**src/rtl/uart_tx_arbiter.sv**
```systemverilog
// rtl/uart_tx_arbiter.sv - packet-locked round-robin arbiter for a shared UART tx byte stream
// Optional stall-timeout revocation: define UART_TX_ARB_TIMEOUT_EN.
module uart_tx_arbiter #(
  parameter int NREQ    = 3,
  parameter int MAX_PKT = 64,
  parameter int TIMEOUT = 50000
) (
  input  logic              clk,
  input  logic              rst_n,
  input  logic [NREQ-1:0]   req_valid,
  input  logic [NREQ*8-1:0] req_data,
  input  logic [NREQ-1:0]   req_last,
  output logic [NREQ-1:0]   req_ready,
  output logic              tx_valid,
  output logic [7:0]        tx_data,
  input  logic              tx_ready,
  output logic              grant_vld,
  output logic [2:0]        grant_id,
  output logic              timeout_evt
);

  if (NREQ < 2 || NREQ > 8) begin : g_bad_nreq
    $error("uart_tx_arbiter: NREQ out of range");
  end
  if (MAX_PKT < 1 || MAX_PKT > 255) begin : g_bad_max_pkt
    $error("uart_tx_arbiter: MAX_PKT out of range");
  end
  if (TIMEOUT < 1) begin : g_bad_timeout
    $error("uart_tx_arbiter: TIMEOUT must be at least 1");
  end

  typedef enum logic {IDLE, LOCK} state_t;

  state_t      state, state_nxt;
  logic [2:0]  rr_ptr;
  logic [7:0]  byte_cnt;
  logic [2:0]  pick;
  logic        pick_vld;
  logic        g_valid;
  logic        g_last;
  logic [7:0]  g_data;
  logic        xfer;
  logic        cnt_hit;
  logic        release_pkt;
  logic        timeout_hit;

  // Round-robin search: first valid requester at rr_ptr, rr_ptr+1, ... wrapping at NREQ
  always_comb begin
    int idx;
    pick     = '0;
    pick_vld = 1'b0;
    idx      = 0;
    for (int k = NREQ - 1; k >= 0; k--) begin
      idx = int'(rr_ptr) + k;
      if (idx >= NREQ) idx = idx - NREQ;
      if (req_valid[idx]) begin
        pick     = 3'(idx);
        pick_vld = 1'b1;
      end
    end
  end

  // Select the granted requester's lane
  always_comb begin
    g_valid = 1'b0;
    g_last  = 1'b0;
    g_data  = '0;
    for (int i = 0; i < NREQ; i++) begin
      if (3'(i) == grant_id) begin
        g_valid = req_valid[i];
        g_last  = req_last[i];
        g_data  = req_data[8*i +: 8];
      end
    end
  end

  assign xfer        = (state == LOCK) && g_valid && tx_ready;
  assign cnt_hit     = ({1'b0, byte_cnt} + 9'd1) == 9'(MAX_PKT);
  assign release_pkt = xfer && (g_last || cnt_hit);

`ifdef UART_TX_ARB_TIMEOUT_EN
  logic [31:0] stall_cnt;

  assign timeout_hit = (state == LOCK) && !g_valid && (stall_cnt == 32'(TIMEOUT - 1));

  // Count consecutive cycles the grant holder has nothing to offer; pulse on revocation
  always_ff @(posedge clk or negedge rst_n) begin
    if (!rst_n) begin
      stall_cnt   <= '0;
      timeout_evt <= 1'b0;
    end else begin
      timeout_evt <= timeout_hit;
      if (state == IDLE || xfer) stall_cnt <= '0;
      else if (!g_valid)         stall_cnt <= stall_cnt + 32'd1;
    end
  end
`else
  assign timeout_hit = 1'b0;
  assign timeout_evt = 1'b0;
`endif

  // State register
  always_ff @(posedge clk or negedge rst_n) begin
    if (!rst_n) state <= IDLE;
    else        state <= state_nxt;
  end

  // Next state: lock on any request, always drop back to IDLE for one cycle after release
  always_comb begin
    state_nxt = state;
    case (state)
      IDLE:    if (pick_vld) state_nxt = LOCK;
      LOCK:    if (release_pkt || timeout_hit) state_nxt = IDLE;
      default: state_nxt = IDLE;
    endcase
  end

  // Outputs: combinational pass-through of the granted lane while locked
  always_comb begin
    grant_vld = (state == LOCK);
    tx_valid  = 1'b0;
    tx_data   = '0;
    req_ready = '0;
    if (state == LOCK) begin
      tx_valid = g_valid;
      tx_data  = g_data;
      for (int i = 0; i < NREQ; i++) begin
        req_ready[i] = (3'(i) == grant_id) && tx_ready;
      end
    end
  end

  // Grant owner, fairness pointer and per-grant byte count
  always_ff @(posedge clk or negedge rst_n) begin
    if (!rst_n) begin
      grant_id <= '0;
      rr_ptr   <= '0;
      byte_cnt <= '0;
    end else begin
      if (state == IDLE && pick_vld) begin
        grant_id <= pick;
        byte_cnt <= '0;
      end else if (xfer) begin
        byte_cnt <= byte_cnt + 8'd1;
      end
      if (release_pkt || timeout_hit) begin
        rr_ptr <= (grant_id == 3'(NREQ - 1)) ? 3'd0 : grant_id + 3'd1;
      end
    end
  end

endmodule

```
**config.mk**
```make
export PLATFORM = sky130hd
export DESIGN_NAME = uart_tx_arbiter
export DESIGN_NICKNAME = d
export VERILOG_FILES = /design/src/rtl/uart_tx_arbiter.sv
export SDC_FILE = /design/constraint.sdc
export NUM_CORES = 1
export LEC_CHECK = 0
export BUFFER_PORTS_ARGS = -buffer_cell sky130_fd_sc_hd__buf_2
export CAP_MARGIN = 20
export CORE_ASPECT_RATIO = 0.7
export CORE_MARGIN = 2
export CORE_UTILIZATION = 50
export DETAILED_ROUTE_END_ITERATION = 10
export PLACE_DENSITY = 0.78
export SLEW_MARGIN = 25
export SYNTH_ARGS = -nofsm -noshare
export SYNTH_HDL_FRONTEND = slang
export SYNTH_SLANG_ARGS = --single-unit
```
**constraint.sdc**
```tcl
create_clock -name clk -period 2.7 [get_ports clk]
set_clock_uncertainty 0.05 [all_clocks]
set_input_delay 0.27 -clock clk [delete_from_list [all_inputs] [get_ports clk]]
set_output_delay 0.27 -clock clk [all_outputs]
set_load 0.05 [all_outputs]
```
==> flow_metrics.env, run 1 <==
export IMPL_status="complete, no violations"
export IMPL_die_y_um=48.59
export IMPL_avgSynthCellArea_um2=8.162
export IMPL_crit_path_cell_trace="inv_1 -> ha_1 -> or4b_4 -> o31ai_4 -> a222oi_1 -> a31oi_2 -> buf_4 -> nor2_1"
export IMPL_seq_area_frac_synth_pct=26.43
export IMPL_ff2ff_setup_slack_ns=0.27
export IMPL_grt_pass1_wl_mm=5.561
export IMPL_synth_area_leader_cell="dfrtp_1"
export IMPL_cts_inserted_buffers=3
export IMPL_synthesis_area_um2=1420
export IMPL_p_sw_mw=0.09554
export IMPL_ys_async_sr_fraction_pct=100.0
export IMPL_worst_setup_path_start_kind="flop"
export IMPL_nNetsFinal=263
export IMPL_combPwrFrac_pct=11.0
export IMPL_drive_above_1_share_pct=28.70
export IMPL_die_area_um2=3290
export IMPL_avgViaCountPerCell=5.676
export IMPL_critPathCaptureType="flop"
export IMPL_synth_nets=213
export IMPL_gp_congestion=0.9938
export IMPL_synth_edff_count=0
export IMPL_overflow=0
export IMPL_drtPass1Iterations=4
export IMPL_routed_wirelength_mm=3.551
export IMPL_arrival_ns=2.51
export IMPL_wire_per_inst_um=13.71
export IMPL_critPathRequiredTime_ns=2.78
export IMPL_synthCells=174
export IMPL_fin_crit_sh_pct=89.99
export IMPL_holdBufCountCts=1
export IMPL_antenna_found_initial=0
export IMPL_route_detailed_drc=0
export IMPL_synth_cell_types=54
export IMPL_setup_ws_ns=0.2704
export IMPL_setup_viol=0
export IMPL_regArea_um2=375.4
export IMPL_cts_sinks=15
export IMPL_multi_input_area_um2=944.7
export IMPL_rows=16
export IMPL_grt_max_degree=20
export IMPL_clk_path_buf_depth=2
export IMPL_p_seq_share_pct=50.1
export IMPL_netlist_top_cells_area="dfrtp_1, nor2_1, ha_1"
export IMPL_synth_seq_cells=15
export IMPL_synth_common_cells="nor2_1, dfrtp_1, nand2_1"
export IMPL_p_int_mw=0.3537
export IMPL_postRouteAntennaNets=0
export IMPL_dpl_hpwl_mm=2.794
export IMPL_yosysMostFrequentCell="nor2_1"
export IMPL_post_cts_buffers=0
export IMPL_p_leak_nw=0.8496
export IMPL_insertion_delay_ns=0.24
export IMPL_start_util_pct=51.78
export IMPL_vias=1470
export IMPL_maxCapViolCount=0
export IMPL_clk_pin_slew_ns=0.06
export IMPL_ios=50
export IMPL_num_antenna_cells=0
export IMPL_yosysWarnings=0
export IMPL_grt_pass1_vias=1260
export IMPL_area_growth_pct=22.20
export IMPL_path_max_fanout=8
export IMPL_ys_flop_type="dfrtp_1"
export IMPL_pre_cts_ws_ns=0.3106
export IMPL_max_freq_ghz=0.4116
export IMPL_rsz0062_at_grt="false"
export IMPL_grtUsageTotal_pct=21.89
export IMPL_hold_class="in2reg"
export IMPL_h_tree_depth=1
export IMPL_critPathKind="reg2reg"
export IMPL_drtIter0Drc=85
export IMPL_die_w_um=67.70
export IMPL_finalCriticalPeriod_ns=2.430
export IMPL_cp_num_buf_inv=2
export IMPL_synth_top_area_share_pct=26.43
export IMPL_setup_tns_ns=0
export IMPL_num_fill_cells=234
export IMPL_crit_slowest_cell="or4b_4"
export IMPL_cts_resized=0
export IMPL_vdd_drop_max_uv=269.3
export IMPL_finalPower_mw=0.4493
export IMPL_swShare_pct=21.26
export IMPL_core_um2=2743
export IMPL_cts_tree="yes"
export IMPL_slew_viol_final=0
export IMPL_cts_root_buf="clkbuf_8"
export IMPL_cellPowerDensity_nw_per_um2=258.9
export IMPL_cpPeakStageDelay_ns=0.49
export IMPL_p_clk_share_pct=38.9
export IMPL_io_buffers=48
export IMPL_finalHoldViolations=0
export IMPL_crit_family="compound AO/OA/AOI/OAI gates"
-- power groups by stage --
stage,Combinational (mW),Sequential [mW],Clock [mW]
3_3_place_gp,0.0480,0.229,0
2_1_floorplan,0.0159,0.229,0
4_1_cts,0.0496,0.225,0.183
6_report,0.0496,0.225,0.175
3_5_place_dp,0.0482,0.229,0
5_1_grt,0.0543,0.225,0.196
-- registers in the layout, indices dropped and copies added, names as in the netlist --
signal,cells
grant_id,3
rr_ptr,3
grant_vld,1
byte_cnt,8
-- worst paths after layout --
kind / startpoint / end / depth (start not counted)
max reg2reg: rr_ptr[2] / byte_cnt[2] / 8
max in group asynchronous: rst_n / byte_cnt[1] / 2
min: req_valid[1] / grant_id[0] / 3
min reg2reg: byte_cnt[1] / byte_cnt[1] / 2
max: rr_ptr[2] / byte_cnt[2] / 8
min in group asynchronous: rst_n / byte_cnt[7] / 2
-- stage by stage --
| stage | cell area, um2 | hold WS [ns] | cells | util (%) |
|---|---|---|---|---|
| finish | 1735 | 0.2717 | 259 | 63.28 |
| global route | 1735 | 0.2928 | 259 | 63.28 |
| CTS | 1735 | 0.2601 | 259 | 63.28 |
| detailed placement | 1680 | 0.1384 | 254 | 61.27 |
| global placement | 1680 | 0.1369 | 254 | 61.27 |
| floorplan | 1420 | -0.07559 | 174 | - |
-- layout by cell type, fill, tap and decap left out, drive strengths merged, types with 3 or more instances in the layout --
| cell type | Yosys | layout |
|---|---|---|
| o22ai | 4 | 4 |
| nor2 | 29 | 29 |
| xor2 | 8 | 8 |
| clkbuf | 3 | 4 |
| o21ai | 4 | 4 |
| nand2 | 11 | 11 |
| mux2i | 5 | 5 |
| nand2b | 4 | 4 |
| ha | 6 | 6 |
| nand4 | 5 | 5 |
| dfrtp | 15 | 15 |
| a31oi | 4 | 4 |
| nor2b | 4 | 4 |
| o221ai | 8 | 8 |
| buf | 7 | 54 |
| a21boi | 3 | 3 |
| a31o | 3 | 3 |
| inv | 7 | 7 |
| a21oi | 10 | 10 |
-- layout make-up --
cell class,count,area share (%)
Multi-Input combinational cell,141,54.43
Sequential cell,15,21.63
Inverter,8,1.730
Clock buffer,4,2.596
Tap cell,36,2.596
Timing Repair Buffer,55,17.02
-- worst register-to-register path, delay by kind of cell (launching register included) --
kind | cells | cell delay (ns)
flops | 1 | 0.47
simple gates | 2 | 0.55
buf+inv | 2 | 0.38
fa+ha+maj | 1 | 0.24
compound gates | 3 | 0.63
-- routing by layer --
metal	vias up	track usage (%)	wire [um]
met5	-	0	0
met4	0	4.082	0
met3	0	4.651	359
met2	74	33.33	1481
met1	661	32.05	1710
li1	735	-	-
-- cells by family (layout without fill, tap and decap cells) --
family          count (synthesis)  count (layout)  share of synthesized area [%]
compound gates                 50              50                          26.52
xor+xnor                       10              10                          6.168
fa+ha+maj                       6               6                          5.286
buf+inv                        18              67                          7.048
flops                          15              15                          26.43
mux                             5               5                          3.524
other cells                     1               1                         0.2641
simple gates                   69              69                          24.76
Note: power is estimated with default switching activity, not from simulation.
==> run 2, diff against run 1 <==
CORE_UTILIZATION = 45   (was 50)
PLACE_DENSITY = 0.71   (was 0.78)
clock period = 2.53 ns   (was 2.7 ns; I/O delays follow)
==> run 2 against run 1 <==
Total power is 8.8% higher. Core utilization is 6.7 points lower. Non-clock buffer count stayed put. Setup slack worse by 0.071 ns. Die area is 10% higher. First-iteration DRC count is 15% higher. Critical path type unchanged.
==> flow_metrics.env, run 2 (same netlist as run 1, synthesis figures left out) <==
export IMPL_insertion_delay_ns=0.26
export IMPL_dp_cells=256
export IMPL_combPwrFrac_pct=10.5
export IMPL_multi_input_area_um2=950.9
export IMPL_path_max_fanout=8
export IMPL_antenna_found_initial=0
export IMPL_largest_register_ff_count=8
export IMPL_die_area_um2=3628
export IMPL_final_area_um2=1744
export IMPL_regArea_um2=375.4
export IMPL_p_seq_share_pct=49.1
export IMPL_critPathKind="reg2reg"
export IMPL_drtPass1Iterations=4
export IMPL_cts_tree="yes"
export IMPL_vdd_drop_max_uv=215.3
export IMPL_drive_above_1_share_pct=29.15
export IMPL_cts_root_buf="clkbuf_8"
export IMPL_arrival_ns=2.47
export IMPL_rows=17
export IMPL_routed_wirelength_mm=3.367
export IMPL_p_leak_nw=0.8537
export IMPL_area_growth_pct=22.82
export IMPL_cts_inserted_buffers=3
export IMPL_hold_class="in2reg"
export IMPL_largest_registers="byte_cnt x8, grant_id x3, rr_ptr x3"
export IMPL_ios=50
export IMPL_vias=1468
export IMPL_cellPowerDensity_nw_per_um2=280.2
export IMPL_start_util_pct=46.04
export IMPL_setup_viol=0
export IMPL_grt_util_met2_pct=31.33
export IMPL_layout_common_cells="buf_2, nor2_1, dfrtp_1"
export IMPL_status="complete, no violations"
export IMPL_grt_max_degree=16
export IMPL_drtIter0Drc=98
export IMPL_use_met3_pct=5.325
export IMPL_postRouteAntennaNets=0
export IMPL_io_buffers=48
export IMPL_final_common_cell="buf_2"
export IMPL_clk_path_buf_depth=2
export IMPL_die_w_um=71.15
export IMPL_fin_crit_sh_pct=92.10
export IMPL_grt_pass1_vias=1346
export IMPL_critPathRequiredTime_ns=2.67
export IMPL_grtUsageTotal_pct=20.25
export IMPL_num_antenna_cells=0
export IMPL_h_tree_depth=1
export IMPL_grt_pass1_wl_mm=5.947
export IMPL_finalCriticalPeriod_ns=2.330
export IMPL_core_um2=3084
export IMPL_die_y_um=51
export IMPL_overflow=0
export IMPL_num_fill_cells=286
export IMPL_fin_cells=261
export IMPL_crit_path_cell_trace="inv_1 -> ha_1 -> or4b_4 -> o31ai_4 -> a222oi_1 -> or3_1 -> a31o_1 -> a21oi_2"
export IMPL_p_sw_mw=0.1116
export IMPL_avgViaCountPerCell=5.625
export IMPL_setup_tns_ns=0
export IMPL_busiest_layer="met2"
export IMPL_regMostFlops="byte_cnt"
export IMPL_cpPeakStageDelay_ns=0.49
export IMPL_finalHoldViolations=0
export IMPL_wire_per_inst_um=12.90
export IMPL_p_int_mw=0.3772
export IMPL_critPathCaptureType="flop"
export IMPL_cts_sinks=15
export IMPL_maxCapViolCount=0
export IMPL_grtUsageMet1_pct=28.47
export IMPL_rsz0062_at_grt="false"
export IMPL_slew_viol_final=0
export IMPL_fin_util_pct=56.55
export IMPL_crit_slowest_cell="or4b_4"
export IMPL_route_detailed_drc=0
export IMPL_place_area_um2=1683
export IMPL_swShare_pct=22.83
export IMPL_worst_setup_path_start_kind="flop"
export IMPL_gp_congestion=0.8833
export IMPL_p_clk_share_pct=40.4
export IMPL_clk_pin_slew_ns=0.06
export IMPL_nNetsFinal=263
export IMPL_dpl_hpwl_mm=2.615
export IMPL_max_freq_ghz=0.4292
==> run 2: cell count changes in the layout (fill, tap and decap cells not counted) <==
| cell | before | now |
|---|---|---|
| a221oi_1 | 2 | 1 |
| a221oi_2 | 0 | 1 |
==> run 2: area by class of cell <==
type,instances,share of cell area (%)
multi-input combinational,141,54.52
clock buffer,4,2.583
inverter,8,1.722
timing repair buffer,55,16.93
tap,38,2.726
sequential,15,21.52
==> run 2: worst max-delay path, delay by kind of cell (launching register included) <==
family	cells	cell delay, ns
compound gates	4	0.56
fa+ha+maj	1	0.23
buf+inv	1	0.13
flops	1	0.45
simple gates	2	0.85
==> run 2: metal layers <==
metal | wire (um) | part of all wire, %
met1 | 1615 | 48
met2 | 1395 | 41
met3 | 329 | 9.8
met4 | 27 | 0.80
met5 | 0 | 0
==> run 2: timing repair <==
item / in CTS / in global routing
resized for setup: 0 / 1
hold buffers: 1 / 0
hold endpoints to repair: 15 / 0
endpoints found under the setup margin: 0 / 1
buffers inserted: 0 / 0
==> run 2: final timing paths <==
kind,slack [ns],depth (start not counted),to,from
max,0.20,8,grant_id[2],rr_ptr[2]
min,0.23,3,grant_id[0],req_valid[1]
max reg2reg,0.20,8,grant_id[2],rr_ptr[2]
min reg2reg,0.51,2,byte_cnt[5],byte_cnt[5]
max in group asynchronous,1.80,2,rr_ptr[2],rst_n
min in group asynchronous,0.37,2,byte_cnt[7],rst_n
==> run 2: per-stage QoR <==
step	total power [mW]	hold WS (ns)	setup WS, ns
6_report	0.4888	0.2328	0.1998
2_1_floorplan	0.2613	-0.09259	0.1576
3_3_place_gp	0.2939	0.1253	0.2333
5_1_grt	0.5170	0.2459	0.03245
3_5_place_dp	0.2944	0.1241	0.2030
4_1_cts	0.4962	0.2293	0.1912
==> run 2: power by group through the flow <==
stage,Clock (mW),Combinational (mW),Sequential (mW)
finish,0.198,0.0513,0.240
global route,0.220,0.0574,0.240
CTS,0.205,0.0515,0.240
detailed placement,0,0.0501,0.244
global placement,0,0.0496,0.244
floorplan,0,0.0169,0.244
